### config.mk
export PLATFORM = sky130hd
export DESIGN_NAME = display_mux_rtc_6dig
export DESIGN_NICKNAME = d
export VERILOG_FILES = /design/src/rtl/display_mux_rtc_6dig_pkg.sv /design/src/rtl/display_mux_rtc_6dig_bcd_to_7seg.sv /design/src/rtl/display_mux_rtc_6dig.sv
export SDC_FILE = /design/constraint.sdc
export NUM_CORES = 1
export LEC_CHECK = 0
export ABC_AREA = 1
export BUFFER_PORTS_ARGS = -buffer_cell sky130_fd_sc_hd__buf_2
export CAP_MARGIN = 30
export CORE_ASPECT_RATIO = 1.25
export CORE_MARGIN = 1
export CORE_UTILIZATION = 50
export CTS_BUF_LIST = sky130_fd_sc_hd__clkbuf_2 sky130_fd_sc_hd__clkbuf_4 sky130_fd_sc_hd__clkbuf_8
export DETAILED_ROUTE_END_ITERATION = 7
export PLACE_DENSITY = 0.74
export SKIP_CTS_REPAIR_TIMING = 1
export SYNTH_ARGS = -nofsm -noshare
export SYNTH_HDL_FRONTEND = slang
export SYNTH_SLANG_ARGS = --single-unit
### constraint.sdc
create_clock -name clk -period 2.8 [get_ports clk]
set_clock_uncertainty 0.2 [all_clocks]
set_input_delay 0.42 -clock clk [delete_from_list [all_inputs] [get_ports clk]]
set_output_delay 0.42 -clock clk [all_outputs]
set_load 0.01 [all_outputs]
### src/rtl/display_mux_rtc_6dig_pkg.sv
// Shared constants for the RTC display path.
// Field select codes match those used by the BCD counters.
package display_mux_rtc_6dig_pkg;

    localparam logic [3:0] FIELD_SEC = 4'd8;
    localparam logic [3:0] FIELD_MIN = 4'd9;
    localparam logic [3:0] FIELD_HR  = 4'd10;

    localparam logic [6:0] SEG_BLANK = 7'h7F;
    localparam logic [6:0] SEG_DASH  = 7'b0111111;

    localparam int NUM_DIGITS = 6;

endpackage

### src/rtl/display_mux_rtc_6dig_bcd_to_7seg.sv
// BCD to active-low 7-segment decoder, {g,f,e,d,c,b,a}.
// Non-BCD codes show a dash.
module bcd_to_7seg
    import display_mux_rtc_6dig_pkg::*;
(
    input  logic [3:0] i_bcd,
    output logic [6:0] o_seg
);

    always_comb begin
        o_seg = SEG_DASH;
        case (i_bcd)
            4'd0: o_seg = 7'b1000000;
            4'd1: o_seg = 7'b1111001;
            4'd2: o_seg = 7'b0100100;
            4'd3: o_seg = 7'b0110000;
            4'd4: o_seg = 7'b0011001;
            4'd5: o_seg = 7'b0010010;
            4'd6: o_seg = 7'b0000010;
            4'd7: o_seg = 7'b1111000;
            4'd8: o_seg = 7'b0000000;
            4'd9: o_seg = 7'b0010000;
            default: o_seg = SEG_DASH;
        endcase
    end

endmodule

### src/rtl/display_mux_rtc_6dig.sv
// Six-digit hh.mm.ss multiplexer for an 8-digit common-anode display,
// with blinking of the field currently being edited.
module display_mux_rtc_6dig
    import display_mux_rtc_6dig_pkg::*;
#(
    parameter int REFRESH_CNT = 100000,
    parameter int BLINK_CNT   = 25000000
) (
    input  logic       clk,
    input  logic       reset,
    input  logic [3:0] en_count,
    input  logic [3:0] sec_d1,
    input  logic [3:0] sec_d0,
    input  logic [3:0] min_d1,
    input  logic [3:0] min_d0,
    input  logic [3:0] hr_d1,
    input  logic [3:0] hr_d0,
    output logic [7:0] an,
    output logic [6:0] seg,
    output logic       dp
);

    localparam int RW = (REFRESH_CNT > 2) ? $clog2(REFRESH_CNT) : 1;
    localparam int BW = (BLINK_CNT > 2) ? $clog2(BLINK_CNT) : 1;

    logic [RW-1:0] r_refresh_cnt;
    logic [2:0]    r_scan_idx;
    logic [BW-1:0] r_blink_cnt;
    logic          r_blink_phase;
    logic [3:0]    r_en_prev;
    logic [7:0]    r_an;
    logic [6:0]    r_seg;
    logic          r_dp;

    logic [3:0] w_digit;
    logic [3:0] w_field;
    logic [6:0] w_seg;
    logic       w_en_chg;
    logic       w_phase;
    logic       w_blank;
    logic       w_ref_wrap;
    logic       w_blk_wrap;

    always_comb begin
        w_digit = 4'd0;
        w_field = FIELD_SEC;
        case (r_scan_idx)
            3'd0: begin w_digit = sec_d0; w_field = FIELD_SEC; end
            3'd1: begin w_digit = sec_d1; w_field = FIELD_SEC; end
            3'd2: begin w_digit = min_d0; w_field = FIELD_MIN; end
            3'd3: begin w_digit = min_d1; w_field = FIELD_MIN; end
            3'd4: begin w_digit = hr_d0;  w_field = FIELD_HR;  end
            3'd5: begin w_digit = hr_d1;  w_field = FIELD_HR;  end
            default: begin w_digit = 4'd0; w_field = FIELD_SEC; end
        endcase
    end

    bcd_to_7seg u_dec (
        .i_bcd (w_digit),
        .o_seg (w_seg)
    );

    // A field change forces visibility on the very edge it is seen
    assign w_en_chg   = (en_count != r_en_prev);
    assign w_phase    = w_en_chg | r_blink_phase;
    assign w_blank    = (en_count == w_field) && !w_phase;
    assign w_ref_wrap = (r_refresh_cnt == RW'(REFRESH_CNT - 1));
    assign w_blk_wrap = (r_blink_cnt == BW'(BLINK_CNT - 1));

    always_ff @(posedge clk) begin
        if (reset) begin
            r_refresh_cnt <= '0;
            r_scan_idx    <= 3'd0;
            r_blink_cnt   <= '0;
            r_blink_phase <= 1'b1;
            r_en_prev     <= 4'd0;
            r_an          <= 8'hFF;
            r_seg         <= SEG_BLANK;
            r_dp          <= 1'b1;
        end else begin
            r_en_prev <= en_count;

            if (w_ref_wrap) begin
                r_refresh_cnt <= '0;
                r_scan_idx    <= (r_scan_idx == 3'(NUM_DIGITS - 1)) ?
                                 3'd0 : r_scan_idx + 3'd1;
            end else begin
                r_refresh_cnt <= r_refresh_cnt + RW'(1);
            end

            if (w_en_chg) begin
                r_blink_cnt   <= '0;
                r_blink_phase <= 1'b1;
            end else if (w_blk_wrap) begin
                r_blink_cnt   <= '0;
                r_blink_phase <= ~r_blink_phase;
            end else begin
                r_blink_cnt   <= r_blink_cnt + BW'(1);
            end

            r_an  <= w_blank ? 8'hFF : ~(8'd1 << r_scan_idx);
            r_seg <= w_blank ? SEG_BLANK : w_seg;
            r_dp  <= !((r_scan_idx == 3'd2) || (r_scan_idx == 3'd4));
        end
    end

    assign an  = r_an;
    assign seg = r_seg;
    assign dp  = r_dp;

endmodule
==> metrics.txt, run 1 <==
status complete, no violations; Mapped Cells 490; type of the worst setup path reg -> reg; hold path cells 3; Worst path max stage delay 0.57 ns; DRC Markers 0; unrepaired setup endpoints after global routing no; initial antenna violation count 0; commonest cells in the netlist nand2_1 (111), nor2_1 (71), dfxtp_1 (66), inv_1 (66), nand3_1 (44); leakage 1.72 nW; setup tns final 0 ns; Slowest-stage cell, CP dfxtp_1; critical path cell sequence nand2_1, inv_1, ha_1, nand2_1, nand2_1, nor2_1, nand2_1, inv_2, nor2_1, inv_1, ha_1, inv_1, nand3_1, nand3_1, nand3_1; Seq cells post-synth 66; dpl hpwl 5.34 mm; CTS root buf clkbuf_8; core area 6650 um2; Seq/Total Area, Yosys 37.9%; worst endpoint required time 2.82 ns; Reg area 1320 um2; CTS tree built; layout cell share with drive strength beyond 1 19.4%; Synth Flop Type dfxtp_1; Max-slew headroom 69.0%; Total Wirelength 7.12 mm; multi-input logic area 1820 um2; first-pass GRT wire length 12.0 mm; Synth-to-Final Area Change 14.6%; CTS max path bufs 2; vias in the first global route 2,948; syn nets 530; Non-Filler Instances 633; FF-to-FF End seg[0]; Critical Path Start Type register; chip height 95.4 um; critical path data arrival time 2.44 ns; DR WL/cell 11.3 um; Worst R2R Setup Slack 0.38 ns; Final ANT Viol Nets 0; GRT Util Overall 20.5%; Final Hold Violating Endpoints 0; GP Congestion 0.925; Final Max Tran Viols 0; post-layout minimum cycle time 2.42 ns; Initial Util 52.5%; Hold EP r_en_prev[3]; DP Cell Count 617; TritonRoute pass-1 iters 4; most used cell along the critical path nand2_1; CP top delay family simple AND/OR/NAND/NOR gates; Clock transition at path regs 0.07 ns; number of port buffers 45; crit share post-route 86.4%; mapped cell area 3490 um2; # Max-Cap Violations 0; Avg Inst Size Synth 7.12 um2; count of cell types in the netlist 36; Clk Latency, worst-skew pair 0.34 ns; # IOs 46; CTS buffer count 9; fmax 413 MHz; FF-to-FF path depth 15; leading area contributor after synthesis dfxtp_1; PD cells 496 nW/um2; row count 33; Die X 76.7 um; r2r startpoint r_scan_idx[0]; Antenna Cells 0; Tightest Hold Check Type in -> reg; Post-synth ARST share 0%; CTS H-Tree Depth 3; Synth area leaders dfxtp_1 (38%), nand2_1 (12%), nor2_1 (7.6%); count of clock tree sinks 66; Synth top area share 37.9%; top-count cell post-synth nand2_1; fin util 60.1%; worst hold start en_count[3]; largest net degree at the start of global routing 25; Ys Warns 0; DR iter-0 viols 118; Tightest Pin Transition 0.464 ns; fillers 627; via count 3,071; Post-synth EDFFs 0; DIE AREA 7310 um2; Nets 581; GRT Residual Overflow 0; setup violators final 0; CP max FO 8; vias per inst 4.85; CP bufs+invs 4; CP Capture Type register; VDD IR-drop max 0.337 mV
## where the power goes
group	total, mW	leakage (nW)	switching, mW	internal [mW]
logic	0.110	1.07	0.0652	0.0449
clock network	0.913	0.112	0.386	0.527
registers	0.959	0.536	0.00590	0.953
## final cells by class
type	count	area share, %
Tap cell	87	2.72
Sequential cell	66	33.1
Inverter	75	7.17
Timing Repair Buffer	46	5.82
Clock buffer	10	3.44
Multi-Input combinational cell	343	45.5
Clock inverter	6	2.25
## routing by layer
layer / share of wire (%) / track usage [%]
met4: 2.7 / 10.4
met3: 3.6 / 4.40
met2: 50 / 38.2
met1: 44 / 21.9
met5: 0 / 0
## tightest hold or removal path, cell delays in order
cell,delay (ns)
buf_2,0.10
inv_1,0.05
nor2_1,0.07
## placed cells by master (no fill, tap or decap), types with 2 or more instances in the layout
cell         n
a21oi_1     10
buf_2       45
bufinv_16    2
clkbuf_8    10
clkinv_4     2
dfxtp_1     66
ha_1        10
inv_1       66
inv_2        7
inv_4        2
nand2_1    111
nand2_2     10
nand2_4      3
nand3_1     44
nand3_2      3
nand3b_1     2
nand4_1      9
nor2_1      71
nor2_2       4
nor2_4       3
nor3_1      16
nor4_2       2
o21ai_0      6
or2_2        4
xnor2_1      8
xor2_1      15
## per-stage QoR
stage | total power [mW] | hold slack, ns | area [um2] | setup WS, ns
final | 1.98 | 0.130 | 4000 | 0.381
after global routing | 2.06 | 0.134 | 4000 | 0.138
after CTS | 2.01 | 0.114 | 4000 | 0.401
after detailed placement | 1.09 | 0.232 | 3770 | 0.422
after global placement | 1.09 | 0.228 | 3770 | 0.517
after floorplan | 1.05 | 0.217 | 3490 | 0.679
## sequential cells by signal (all words and copies together) (netlist names)
signal / flops
r_blink_phase: 1
r_refresh_cnt: 17
seg: 7
r_en_prev: 4
dp: 1
r_scan_idx: 3
an: 8
r_blink_cnt: 25
## how the worst max path moves through the flow
stage	startpoint	end	depth (start not counted)
2_1_floorplan	r_scan_idx[1]	seg[0]	15
3_3_place_gp	r_scan_idx[0]	seg[0]	15
3_5_place_dp	r_scan_idx[0]	seg[0]	15
4_1_cts	r_scan_idx[0]	seg[0]	15
5_1_grt	r_scan_idx[0]	seg[0]	15
6_report	r_scan_idx[0]	seg[0]	15
## kinds of logic after synthesis
group | after synthesis | synth area share [%]
simple gates | 288 | 38.7
buf+inv | 81 | 9.94
flops | 66 | 37.9
xor+xnor | 23 | 5.78
compound gates | 22 | 4.09
fa+ha+maj | 10 | 3.59
No activity file was read; power rests on OpenSTA's default activity.
==> inputs of run 2 (changes only) <==
Settings changed: CORE_ASPECT_RATIO 1.25 to 0.75.
==> run 2 against run 1 <==
Effect of this change: worst hold slack lost 0.011 ns; flip-flop and latch count is the same; combinational power is essentially flat; largest cell class unchanged; die area is essentially flat; final area shrank 0.47%; maximum frequency shrank 1.6%; clock power shrank 4.4%; final cell count shrank 0.95%.
==> metrics.txt, run 2 (synthesis results as in run 1) <==
Psw 446 uW; CP Capture Type register; DP Cell Count 611; critical path data arrival time 2.49 ns; Final Max Tran Viols 0; Tightest Pin Transition 0.472 ns; Worst R2R Setup Slack 0.34 ns; FF-to-FF path depth 15; CTS H-Tree Depth 3; Die X 98.4 um; Reg area 1320 um2; fin util 61.1%; via count 3,092; setup tns final 0 ns; fmax 407 MHz; dpl hpwl 5.38 mm; core area 6510 um2; multi-input logic area 1820 um2; TritonRoute pass-1 iters 6; DR WL/cell 11.4 um; commonest non-fill, non-tap cell in the layout nand2_1; vias per inst 4.93; leakage 1.72 nW; Final Hold Violating Endpoints 0; # IOs 46; largest net degree at the start of global routing 25; Sw Share 22.9%; post-layout minimum cycle time 2.46 ns; crit share post-route 87.8%; initial antenna violation count 0; total power 1.94 mW; GRT Residual Overflow 0; Antenna Cells 0; FF-to-FF End seg[0]; Largest register FFs 25; Clock transition at path regs 0.08 ns; GP Congestion 0.853; type of the worst setup path reg -> reg; Tightest Hold Check Type in -> reg; VDD IR-drop max 0.291 mV; unrepaired setup endpoints after global routing no; internal power 1.50 mW; Synth-to-Final Area Change 14.1%; hold path cells 3; first-pass GRT wire length 12.0 mm; status complete, no violations; Hold EP r_en_prev[2]; # Max-Cap Violations 0; DR iter-0 viols 141; vias in the first global route 2,695; CTS buffer count 9; fillers 606; DIE AREA 7320 um2; number of port buffers 45; CTS tree built; Comb power frac 5.8%; PD cells 489 nW/um2; Sequential Power Share 49.3%; worst hold start en_count[2]; layout cell share with drive strength beyond 1 19.4%; most frequent cells in the layout nand2_1 (111), nor2_1 (71), inv_1 (66), dfxtp_1 (66), buf_2 (45); Critical Path Start Type register; Nets 581; CTS max path bufs 2; Initial Util 53.6%; r2r startpoint r_scan_idx[0]; Top reg by flops r_blink_cnt; row count 25; GRT Util Overall 21.0%; Clk Latency, worst-skew pair 0.35 ns; CP max FO 8; Total Wirelength 7.15 mm; Final ANT Viol Nets 0; CTS root buf clkbuf_8; worst endpoint required time 2.83 ns; setup violators final 0; Non-Filler Instances 627; Max-slew headroom 68.4%; Clk pwr share 44.9%; DRC Markers 0; count of clock tree sinks 66; chip height 74.3 um
-- run 2: changes by cell type in the layout (fill, tap and decap cells not counted), sizes merged --
cell      before  now
clkbuf        10    9
clkinv         3    4
clkinvlp       1    0
inv           75   76
-- run 2: stage by stage --
stage | setup slack [ns] | area (um2) | hold WS [ns]
2_1_floorplan | 0.679 | 3490 | 0.217
3_3_place_gp | 0.490 | 3760 | 0.229
3_5_place_dp | 0.394 | 3760 | 0.242
4_1_cts | 0.382 | 3980 | 0.105
5_1_grt | 0.103 | 3980 | 0.126
6_report | 0.341 | 3980 | 0.119
-- run 2: power groups by stage --
| stage | Clock [mW] | Sequential, mW | Combinational (mW) |
|---|---|---|---|
| after floorplan | 0 | 0.985 | 0.0661 |
| after global placement | 0 | 0.980 | 0.109 |
| after detailed placement | 0 | 0.981 | 0.111 |
| after CTS | 0.894 | 0.959 | 0.112 |
| after global routing | 0.934 | 0.960 | 0.127 |
| final | 0.873 | 0.959 | 0.112 |
-- run 2: critical path: stages, from the launching register on --
cell     delay [ns]
dfxtp_1        0.57
nand2_1        0.09
inv_1          0.11
ha_1           0.24
nand2_1        0.07
nand2_1        0.06
nor2_1         0.04
nand2_1        0.09
inv_2          0.05
nor2_1         0.19
inv_1          0.12
ha_1           0.21
inv_1          0.05
nand3_1        0.08
nand3_1        0.10
nand3_1        0.07
-- run 2: layer usage --
metal,global-route usage [%],up-vias,part of all wire (%)
li1,-,1631,-
met5,0,-,0
met2,32.1,48,43
met1,29.0,1407,52
met4,4.98,0,0.77
met3,6.95,6,4.4
-- run 2: worst max-delay path by stage --
stage	cells after the start	endpoint	slack, ns	startpoint
floorplan	15	seg[0]	0.68	r_scan_idx[1]
global placement	15	seg[0]	0.49	r_scan_idx[0]
detailed placement	15	seg[0]	0.39	r_scan_idx[0]
CTS	15	seg[0]	0.38	r_scan_idx[0]
global route	15	seg[0]	0.10	r_scan_idx[0]
finish	15	seg[0]	0.34	r_scan_idx[0]
-- run 2: cell type report --
cell class / count / area share, %
Timing Repair Buffer: 46 / 5.85
Clock inverter: 7 / 2.33
Inverter: 75 / 7.20
Clock buffer: 9 / 3.11
Sequential cell: 66 / 33.2
Tap cell: 81 / 2.55
Multi-Input combinational cell: 343 / 45.7
